`config.mk`:
```
export PLATFORM = sky130hd
export DESIGN_NAME = bcd_converter
export DESIGN_NICKNAME = d
export VERILOG_FILES = /design/src/rtl/bcd_converter.sv
export SDC_FILE = /design/constraint.sdc
export NUM_CORES = 1
export LEC_CHECK = 0
export ABC_AREA = 1
export BUFFER_PORTS_ARGS = -buffer_cell sky130_fd_sc_hd__buf_2
export CORE_ASPECT_RATIO = 2
export CORE_MARGIN = 3
export CORE_UTILIZATION = 45
export DETAILED_ROUTE_END_ITERATION = 8
export PLACE_DENSITY = 0.68
export SETUP_SLACK_MARGIN = 0.02
export SLEW_MARGIN = 20
export SYNTH_ARGS = -nofsm -noshare
export SYNTH_HDL_FRONTEND = slang
export SYNTH_SLANG_ARGS = --single-unit
```
`constraint.sdc`:
```
create_clock -name iClk -period 2.2 [get_ports iClk]
set_clock_uncertainty 0.15 [all_clocks]
set_input_delay 0.33 -clock iClk [delete_from_list [all_inputs] [get_ports iClk]]
set_output_delay 0.33 -clock iClk [all_outputs]
set_load 0.02 [all_outputs]
```
`src/rtl/bcd_converter.sv`:
```
// Purpose     : sequential binary-to-BCD converter (shift-and-add-3, one bit per clock) on a chip-select/write bus.
// Latency     : write sampled at edge 0 -> oBCD/oValid updated at edge DATA_W (16 cycles with defaults).
// Backpressure: none queued; writes arriving while oBusy=1 are silently dropped, firmware polls oBusy/oValid.
//
// Ports
//   iClk            clock, all state on the rising edge
//   iReset          asynchronous, active-high reset
//   iChip_select_n  active-low chip select
//   iWrite_n        active-low write strobe
//   iData           write data, only [DATA_W-1:0] is converted
//   oBCD            {zeros, digit[DIGITS-1] .. digit[0]}, digit[0] in [3:0]; holds last result
//   oBusy           conversion in progress
//   oValid          one-cycle pulse when oBCD has just been updated
//
// DATA_W/DIGITS must satisfy DIGITS*4 <= 32 and 10**DIGITS > 2**DATA_W-1 so the
// largest input always fits in the digit field.

`timescale 1ns/1ps

module bcd_converter #(
    parameter int DATA_W = 16,
    parameter int DIGITS = 5
) (
    input  logic        iClk,
    input  logic        iReset,
    input  logic        iChip_select_n,
    input  logic        iWrite_n,
    input  logic [31:0] iData,
    output logic [31:0] oBCD,
    output logic        oBusy,
    output logic        oValid
);

    localparam int BCD_W = DIGITS * 4;
    localparam int CNT_W = $clog2(DATA_W + 1);
    localparam logic [CNT_W-1:0] LAST_ITER = CNT_W'(DATA_W - 1);

    typedef enum logic {
        ST_IDLE  = 1'b0,
        ST_SHIFT = 1'b1
    } state_t;

    state_t                    r_state;
    logic [DATA_W-1:0]         r_bin;
    logic [BCD_W-1:0]          r_bcd;
    logic [CNT_W-1:0]          r_cnt;

    logic                      w_wr_accept;
    logic [BCD_W-1:0]          w_bcd_adj;
    logic [BCD_W+DATA_W-1:0]   w_shifted;

    // Bus strobe; only acted on while idle, so busy-time writes vanish.
    assign w_wr_accept = ~iChip_select_n & ~iWrite_n;

    // Add-3 correction on every digit in parallel: a digit >= 5 would
    // exceed 9 after the following doubling, so pre-bias it by 3 so the
    // shift carries cleanly into the next digit.
    always_comb begin
        w_bcd_adj = r_bcd;
        for (int d = 0; d < DIGITS; d++) begin
            if (r_bcd[d*4 +: 4] >= 4'd5) begin
                w_bcd_adj[d*4 +: 4] = r_bcd[d*4 +: 4] + 4'd3;
            end
        end
    end

    // One iteration: corrected BCD field and remaining binary shift left as one word.
    assign w_shifted = {w_bcd_adj, r_bin} << 1;

    // Upper data bits are intentionally ignored.
    generate
        if (DATA_W < 32) begin : g_unused_hi
            logic w_unused_hi;
            assign w_unused_hi = ^iData[31:DATA_W];
        end
    endgenerate

    always_ff @(posedge iClk or posedge iReset) begin
        if (iReset) begin
            r_state <= ST_IDLE;
            r_bin   <= '0;
            r_bcd   <= '0;
            r_cnt   <= '0;
            oBCD    <= '0;
            oBusy   <= 1'b0;
            oValid  <= 1'b0;
        end else begin
            case (r_state)
                ST_IDLE: begin
                    // Clears the completion pulse; a write landing on the
                    // pulse cycle is accepted here as well.
                    oValid <= 1'b0;
                    if (w_wr_accept) begin
                        r_bin   <= iData[DATA_W-1:0];
                        r_bcd   <= '0;
                        r_cnt   <= '0;
                        oBusy   <= 1'b1;
                        r_state <= ST_SHIFT;
                    end
                end

                ST_SHIFT: begin
                    r_bcd  <= w_shifted[BCD_W+DATA_W-1:DATA_W];
                    r_bin  <= w_shifted[DATA_W-1:0];
                    r_cnt  <= r_cnt + CNT_W'(1);
                    oValid <= 1'b0;
                    // Only the finished value reaches oBCD, so the
                    // displays never see intermediate digits.
                    if (r_cnt == LAST_ITER) begin
                        oBCD    <= 32'(w_shifted[BCD_W+DATA_W-1:DATA_W]);
                        oValid  <= 1'b1;
                        oBusy   <= 1'b0;
                        r_state <= ST_IDLE;
                    end
                end

                default: begin
                    r_state <= ST_IDLE;
                end
            endcase
        end
    end

endmodule

```
==> results.yml, run 1 <==
route:
  wl_per_cell_um: 12.4
  drt_iter0_drc: 129
  num_vias: 2655
  drc: 0
  via_per_inst: 5.12
  dr.pass1.iters: 6
  ant_nets: 0
  wirelength_mm: 6.45
setup_path:
  endpoint_kind: "flop"
  r2r_slack_ns: 0.39
  cpMostUsedCell: "ha_1"
  worstSetupPathType: "flop to flop"
  crit_required_ns: 2.25
  rr_worst_depth: 6
  start_kind: "flop"
  crit_chain: "ha_1, and3_1, ha_1, nand2_4, buf_4, o21ai_0"
  worst_path_max_delay_cell: "dfrtp_1"
  slowest_delay_ns: 0.41
  path_buf_inv: 1
  cp_max_fo: 25
  cpLargestDelayFamily: "adder cells"
  timing.rr.end: "oBCD[19]"
  rr_startpoint: "r_cnt[0]"
  worstPathArrival_ns: 1.86
layout:
  post-route-util_pct: 55.2
  drive_above_1_share_pct: 14.8
  mostFrequentLayoutCell: "nand2_1"
  diodes: 0
  area.growth.synth_to_final_pct: 17.0
  final_cell_area_um2: 3710
  fin_nets: 474
  final_cell_mix: "nand2_1, dfrtp_1, nand3_1"
power_and_ir_drop:
  ir_drop_mv: 0.796
  leakagePower_nw: 2.02
  power_mw: 5.88
  powerDensity_nw_per_um2: 1590
cts:
  cts_tree: "yes"
  htree_levels: 3
  max-clock-path-buffers: 2
  cts_buffers: 9
  clk_pin_slew_worst_paths_ns: 0.05
  ctsResizeCount: 0
  cts-root-buf: "clkbuf_16"
  holdBufCountCts: 1
  insertion_delay_ns: 0.33
  clock_sinks: 64
  postCtsSetupBuffers: 0
place:
  port_buffers: 41
  placedInstanceArea_um2: 3380
  routabilityCongestion: 0.905
  dp_hpwl_mm: 4.32
logic_synthesis:
  ys_warn_count: 0
  synthTopCellsByArea: "dfrtp_1, nand2_1, nand3_1"
  yosysSeqAreaShare_pct: 50.5
  syn_area_um2: 3170
  avgSynthCellArea_um2: 8.30
  ys_seq_elements: 64
  ys_types: 22
  syn_inst: 382
  synth_top_area_share_pct: 50.5
  synth_top_cell_by_area: "dfrtp_1"
timing:
  holdWs_ns: 0.0515
  slew_viol_final: 0
  final.min_clock_period_ns: 1.81
  period_share_pct: 82.3
  max_freq_mhz: 552
  rsz0062_at_grt: "false"
  setup_violations: 0
  finalHoldViolCount: 0
  setup-tns-final_ns: 0
global_route:
  first_global_vias: 2512
  antenna_found_initial: 0
  grt_pass1_wl_mm: 11.1
  grtUsageTotal_pct: 17.5
  grt_overflow: 0
  grt_max_degree: 58
die:
  row_count: 42
  die-area_um2: 8150
  start_util_pct: 47.2
  chipWidth_um: 65.4
  coreArea_um2: 6730
  io_pins: 70
  die_h_um: 125
worst_hold_path:
  holdPathStages: 3
  hold_path_class: "primary input to flop"
  min_from: "iData[0]"
  hold_end: "r_bin[0]"
run_status:
  status: "completed"
flow_run:
  maxCapViolations: 0
-- cells by family after synthesis --
logic type	Yosys count	share of synthesized area, %
compound gates	25	4.26
fa+ha+maj	12	4.73
buf+inv	52	9.31
flops	64	50.5
other cells	1	0.118
simple gates	228	31.1
-- how the worst max path moves through the flow --
stage | from | end | slack (ns) | cells after the start
finish | r_cnt[0] | oBCD[19] | 0.39 | 6
global route | r_cnt[0] | oBCD[1] | 0.30 | 7
CTS | r_cnt[0] | oBCD[19] | 0.37 | 6
detailed placement | r_cnt[0] | oBCD[19] | 0.38 | 6
global placement | r_cnt[0] | oBCD[19] | 0.42 | 6
floorplan | iReset | oBCD[0] | 0.12 | 1
-- synth_stat cells --
cell type	instances
inv_1	27
dfrtp_1	64
o22ai_1	6
o211ai_1	1
nand2_2	1
o21ai_0	15
nor2_1	9
nand2_1	150
ha_1	12
and3_1	1
nand2_4	2
conb_1	1
buf_6	5
inv_4	1
buf_2	5
buf_4	13
o21ai_1	1
clkinv_4	1
nand3_1	53
a21oi_1	2
nand4_1	11
nor2_8	1
-- flip-flops by register name, summed over array words and instances, names as in the netlist --
name	cells
r_bcd	20
oBusy	1
oBCD	20
r_state	1
oValid	1
r_bin	16
r_cnt	5
-- final cells by class --
class / instances / area, µm²
clock inverters: 3 / 65.1
repair buffers: 45 / 250
inverters: 29 / 116
clock buffers: 13 / 250
flip-flops and latches: 64 / 1600
fillers: 672 / 3020
well taps: 88 / 110
multi-input cells: 277 / 1320
-- power breakdown --
| part | internal [mW] | leakage (nW) | switching, mW | total [mW] |
|---|---|---|---|---|
| registers | 1.70 | 0.808 | 0.327 | 2.02 |
| clock network | 1.02 | 0.154 | 0.484 | 1.50 |
| logic | 0.792 | 1.06 | 1.56 | 2.36 |
-- per-layer routing --
layer  vias up  routed length [µm]  GRT usage, %
met5         -                   0             0
met4         0                 201          9.29
met3        15                 339          4.69
met2        81                3290          29.8
met1      1259                2630          19.1
li1       1300                   -             -
-- worst register-to-register path, cell delays in order, from the launching register on --
cell	delay [ns]
dfrtp_1	0.41
ha_1	0.24
and3_1	0.19
ha_1	0.20
nand2_4	0.09
buf_4	0.26
o21ai_0	0.14
-- metrics by stage --
stage	std cells	setup WS, ns
after detailed placement	502	0.385
after floorplan	393	0.122
after CTS	519	0.370
after global placement	502	0.421
final	519	0.390
after global routing	519	0.302
(Power assumes the default switching activity.)
==> inputs of run 2 (changes only) <==
- clock period: 2.2 -> 1.8 ns (I/O delays scaled with it)
==> run 2 against run 1 <==
  * Die area did not move
  * Sequential share of layout area down 1.2 points
  * Cell area increased by 2.8%
  * Global-route usage decreased by 0.12 points
  * Utilization increased by 1.5 points
  * Sequential power is 24% higher
  * Count of clock-buffer cells in the layout unchanged
  * Power rose by 22%
  * Routed wire length increased by 0.51%
  * Largest cell class unchanged
==> results.yml, run 2 (synthesis gave the netlist of run 1 again) <==
power_and_ir_drop:
  powerDensity_nw_per_um2: 1880
  leakagePower_nw: 2.07
  ir_drop_mv: 0.872
route:
  num_vias: 2667
  ant_nets: 0
  via_per_inst: 5.04
  wl_met3_um: 274
  drc: 0
  wl_met2_mm: 3.43
  dr.pass1.iters: 4
  top_layer_used: "met4"
  drt_iter0_drc: 154
  wirelength_mm: 6.48
  wl_per_cell_um: 12.3
  wl_met1_mm: 2.65
setup_path:
  timing.rr.end: "oBCD[19]"
  worst_path_max_delay_cell: "dfrtp_1"
  endpoint_kind: "flop"
  worstSetupPathType: "flop to flop"
  cp-endpoint: "oBCD[19]"
  worstPathArrival_ns: 1.71
  start_kind: "flop"
  cpMostUsedCell: "ha_1"
  cp_num_cells: 6
  cpLargestDelayFamily: "adder cells"
  rr_worst_depth: 6
  rr_startpoint: "r_cnt[0]"
  r2r_slack_ns: 0.14
  slowest_delay_ns: 0.38
  cp_max_fo: 25
  crit_chain: "ha_1, and3_1, ha_1, nand2_4, buf_12, o21ai_0"
  crit_path_start: "r_cnt[0]"
  crit_required_ns: 1.85
  path_buf_inv: 1
timing:
  finalHoldViolCount: 0
  tightest_slew_ns: 0.559
  setup-tns-final_ns: 0
  slew_headroom_pct: 62.6
  slew_viol_final: 0
  setup_violations: 0
  rsz0062_at_grt: "false"
  final.min_clock_period_ns: 1.66
  period_share_pct: 92.4
  max_freq_mhz: 601
cts:
  postCtsSetupBuffers: 0
  insertion_delay_ns: 0.32
  cts_buffers: 9
  cts-root-buf: "clkbuf_16"
  clk_pin_slew_worst_paths_ns: 0.05
  htree_levels: 3
  cts_tree: "yes"
  max-clock-path-buffers: 2
  clock_sinks: 64
place:
  placedInstanceArea_um2: 3450
  routabilityCongestion: 0.891
  dp_hpwl_mm: 4.56
  port_buffers: 41
layout:
  diodes: 0
  top_regs: "oBCD x20, r_bcd x20, r_bin x16"
  final_cell_area_um2: 3810
  drive_above_1_share_pct: 15.9
  post-route-util_pct: 56.7
  mostFrequentLayoutCell: "nand2_1"
  final_cell_mix: "nand2_1, dfrtp_1, nand3_1"
  area.growth.synth_to_final_pct: 20.2
  fin_nets: 484
die:
  row_count: 42
  io_pins: 70
  coreArea_um2: 6730
  die_h_um: 125
  chipWidth_um: 65.4
  start_util_pct: 47.2
  die-area_um2: 8150
global_route:
  grt_max_degree: 32
  grt_pass1_wl_mm: 11.1
  grt_overflow: 0
  antenna_found_initial: 0
  first_global_vias: 2544
  grtUsageTotal_pct: 17.4
run_status:
  status: "completed"
worst_hold_path:
  hold_path_class: "primary input to flop"
flow_run:
  maxCapViolations: 0
==> run 2: stage by stage <==
stage                     power [mW]  worst slack, ns  hold slack [ns]  instances
after floorplan                 4.69            0.128            0.237        393
after global placement          5.32            0.108            0.205        507
after detailed placement        5.43           0.0668            0.206        507
after CTS                       7.22           0.0607         0.000249        529
after global routing            7.79           0.0351           0.0169        529
final                           7.15            0.137           0.0127        529
==> run 2: worst min path at each step <==
stage | from | end | slack (ns) | depth (start not counted)
floorplan | iData[0] | r_bin[0] | 0.24 | 2
global placement | iReset | oBCD[6] | 0.20 | 2
detailed placement | iReset | r_bcd[6] | 0.21 | 2
CTS | iData[9] | r_bin[9] | 0.0002 | 3
global route | iData[8] | r_bin[8] | 0.02 | 3
finish | iData[8] | r_bin[8] | 0.01 | 3
==> run 2: where the power goes <==
part | switching [mW] | total [mW] | internal (mW) | leakage (nW)
Combinational | 1.90 | 2.93 | 1.04 | 1.11
Sequential | 0.423 | 2.50 | 2.07 | 0.808
Clock | 0.578 | 1.72 | 1.14 | 0.150
Total | 2.90 | 7.15 | 4.25 | 2.07
==> run 2: worst register-to-register path, delay by kind of cell (launching register included) <==
kind                       cells  cell delay [ns]
adders and majority gates      2             0.43
DFF                            1             0.38
and+or+nand+nor                2             0.31
buffers and inverters          1             0.17
AOI/OAI and AO/OA              1             0.10
==> run 2: area by class of cell <==
cell class | count | area (µm²)
Sequential cell | 64 | 1600
Tap cell | 88 | 110
Timing Repair Buffer | 55 | 363
Clock buffer | 13 | 260
Inverter | 29 | 123
Multi-Input combinational cell | 277 | 1320
Clock inverter | 3 | 40.0
Fill cell | 662 | 2910
==> run 2: routing by layer <==
metal	global-route usage [%]	up-vias
met5	0	-
met4	8.68	0
met3	4.60	10
met2	29.7	59
met1	19.2	1274
li1	-	1324
==> run 2: repair_timing <==
| item | in CTS | in global routing |
|---|---|---|
| gates resized for setup | 0 | 1 |
| hold endpoints to repair | 26 | 0 |
| setup endpoints to repair | 0 | 5 |
| hold buffers | 6 | 0 |
==> inputs of run 3 (changes only) <==
- PLACE_DENSITY: 0.68 -> 0.69
==> run 3 against run 2 <==
  * Cell area fell by 0.13%
  * Routed wire length is 0.51% lower
  * Critical path type unchanged
  * Sequential share of layout area is 0.055 points higher
  * Flip-flop and latch count unchanged
  * Combinational power about the same
  * Via count decreased by 0.97%
  * Utilization shrank 0.074 points
  * Critical endpoint is now oBCD[11]
  * Count of clock-buffer cells in the layout down 2
  * Critical path depth stayed put
  * Worst setup slack lost 0.037 ns
  * Die area did not move
  * Sequential power is essentially flat
==> results.yml, run 3 (synthesis gave the netlist of run 1 again) <==
cts:
  cts_buffers: 9
  htree_levels: 3
  clock_sinks: 64
  clk_pin_slew_worst_paths_ns: 0.05
  cts-root-buf: "clkbuf_16"
  insertion_delay_ns: 0.33
  max-clock-path-buffers: 2
  postCtsSetupBuffers: 0
  cts_tree: "yes"
timing:
  setup_violations: 0
  final.min_clock_period_ns: 1.70
  slew_viol_final: 0
  period_share_pct: 94.5
  max_freq_mhz: 588
  holdWs_ns: 0.0127
  setup-tns-final_ns: 0
  finalHoldViolCount: 0
  worst_slack_ns: 0.0998
  rsz0062_at_grt: "true"
flow_run:
  maxCapViolations: 0
layout:
  diodes: 0
  drive_above_1_share_pct: 15.8
  final_cell_mix: "nand2_1, dfrtp_1, nand3_1"
  top_regs: "oBCD x20, r_bcd x20, r_bin x16"
  fin_nets: 486
  mostFrequentLayoutCell: "nand2_1"
  area.growth.synth_to_final_pct: 20.1
  stdcell_count: 530
die:
  coreArea_um2: 6730
  chipWidth_um: 65.4
  die_h_um: 125
  start_util_pct: 47.2
  io_pins: 70
  row_count: 42
  die-area_um2: 8150
route:
  drt_iter0_drc: 122
  drc: 0
  via_per_inst: 4.98
  ant_nets: 0
  wirelength_mm: 6.45
  wl_per_cell_um: 12.2
  num_vias: 2641
  dr.pass1.iters: 4
setup_path:
  cpMostUsedCell: "ha_1"
  worstPathArrival_ns: 1.75
  crit_chain: "ha_1, and3_1, ha_1, nand2_4, buf_4, o21ai_0"
  worst_path_max_delay_cell: "dfrtp_1"
  crit_required_ns: 1.85
  crit_path_start: "r_cnt[1]"
  cp_max_fo: 14
  worstSetupPathType: "flop to flop"
  rr_startpoint: "r_cnt[1]"
  start_kind: "flop"
  endpoint_kind: "flop"
  slowest_delay_ns: 0.40
global_route:
  first_global_vias: 2622
  grt_max_degree: 65
  grt_pass1_wl_mm: 11.4
  grtUsageTotal_pct: 17.8
  grt_overflow: 0
  antenna_found_initial: 0
power_and_ir_drop:
  powerDensity_nw_per_um2: 1890
  ir_drop_mv: 0.779
  power_mw: 7.20
  leakagePower_nw: 2.07
place:
  dp_hpwl_mm: 4.47
  post-place-ws_ns: 0.0880
  dp.cells: 508
  port_buffers: 41
  routabilityCongestion: 0.860
worst_hold_path:
  hold_path_class: "primary input to flop"
  min_from: "iData[8]"
run_status:
  status: "completed"
run 3: metal layers:
metal / track usage, % / share of wire, %
met1: 19.5 / 40
met2: 29.6 / 52
met3: 5.05 / 4.5
met4: 10.4 / 3.5
met5: 0 / 0
run 3: timing repair:
action                     4_1_cts  5_1_grt
resized for setup                0        1
hold endpoints to repair        70        0
setup endpoints to repair        0       10
hold buffers                     7        0
run 3: final timing paths:
check / endpoint / cells after the start / slack (ns)
setup / recovery: oBCD[11] / 6 / 0.1
hold / removal: r_bin[8] / 3 / 0.01
setup reg to reg: oBCD[11] / 6 / 0.1
hold reg to reg: oBCD[10] / 2 / 0.32
max in group asynchronous: oBCD[13] / 4 / 0.79
min in group asynchronous: r_bcd[6] / 4 / 0.40
run 3: worst max-delay path: cells and delay by family (launching register included):
| family | cells | cell delay, ns |
|---|---|---|
| compound gates | 1 | 0.10 |
| fa+ha+maj | 2 | 0.42 |
| simple gates | 2 | 0.31 |
| flops | 1 | 0.40 |
| buf+inv | 1 | 0.20 |
run 3: final cells by class:
cell class,instances,area [µm²]
clock buffers,11,233
clock inverters,4,70.1
fillers,645,2920
inverters,29,123
multi-input cells,277,1320
flip-flops and latches,64,1600
well taps,88,110
repair buffers,57,355
run 3: where the power goes:
part           switching, mW  internal (mW)
registers              0.423           2.07
clock network          0.586           1.20
logic                   1.89           1.03
run 3: per-stage QoR:
step	utilization, %	instance area [µm²]
2_1_floorplan	-	3220
3_5_place_dp	51.0	3430
3_3_place_gp	51.0	3430
4_1_cts	56.6	3810
6_report	56.6	3810
5_1_grt	56.6	3810
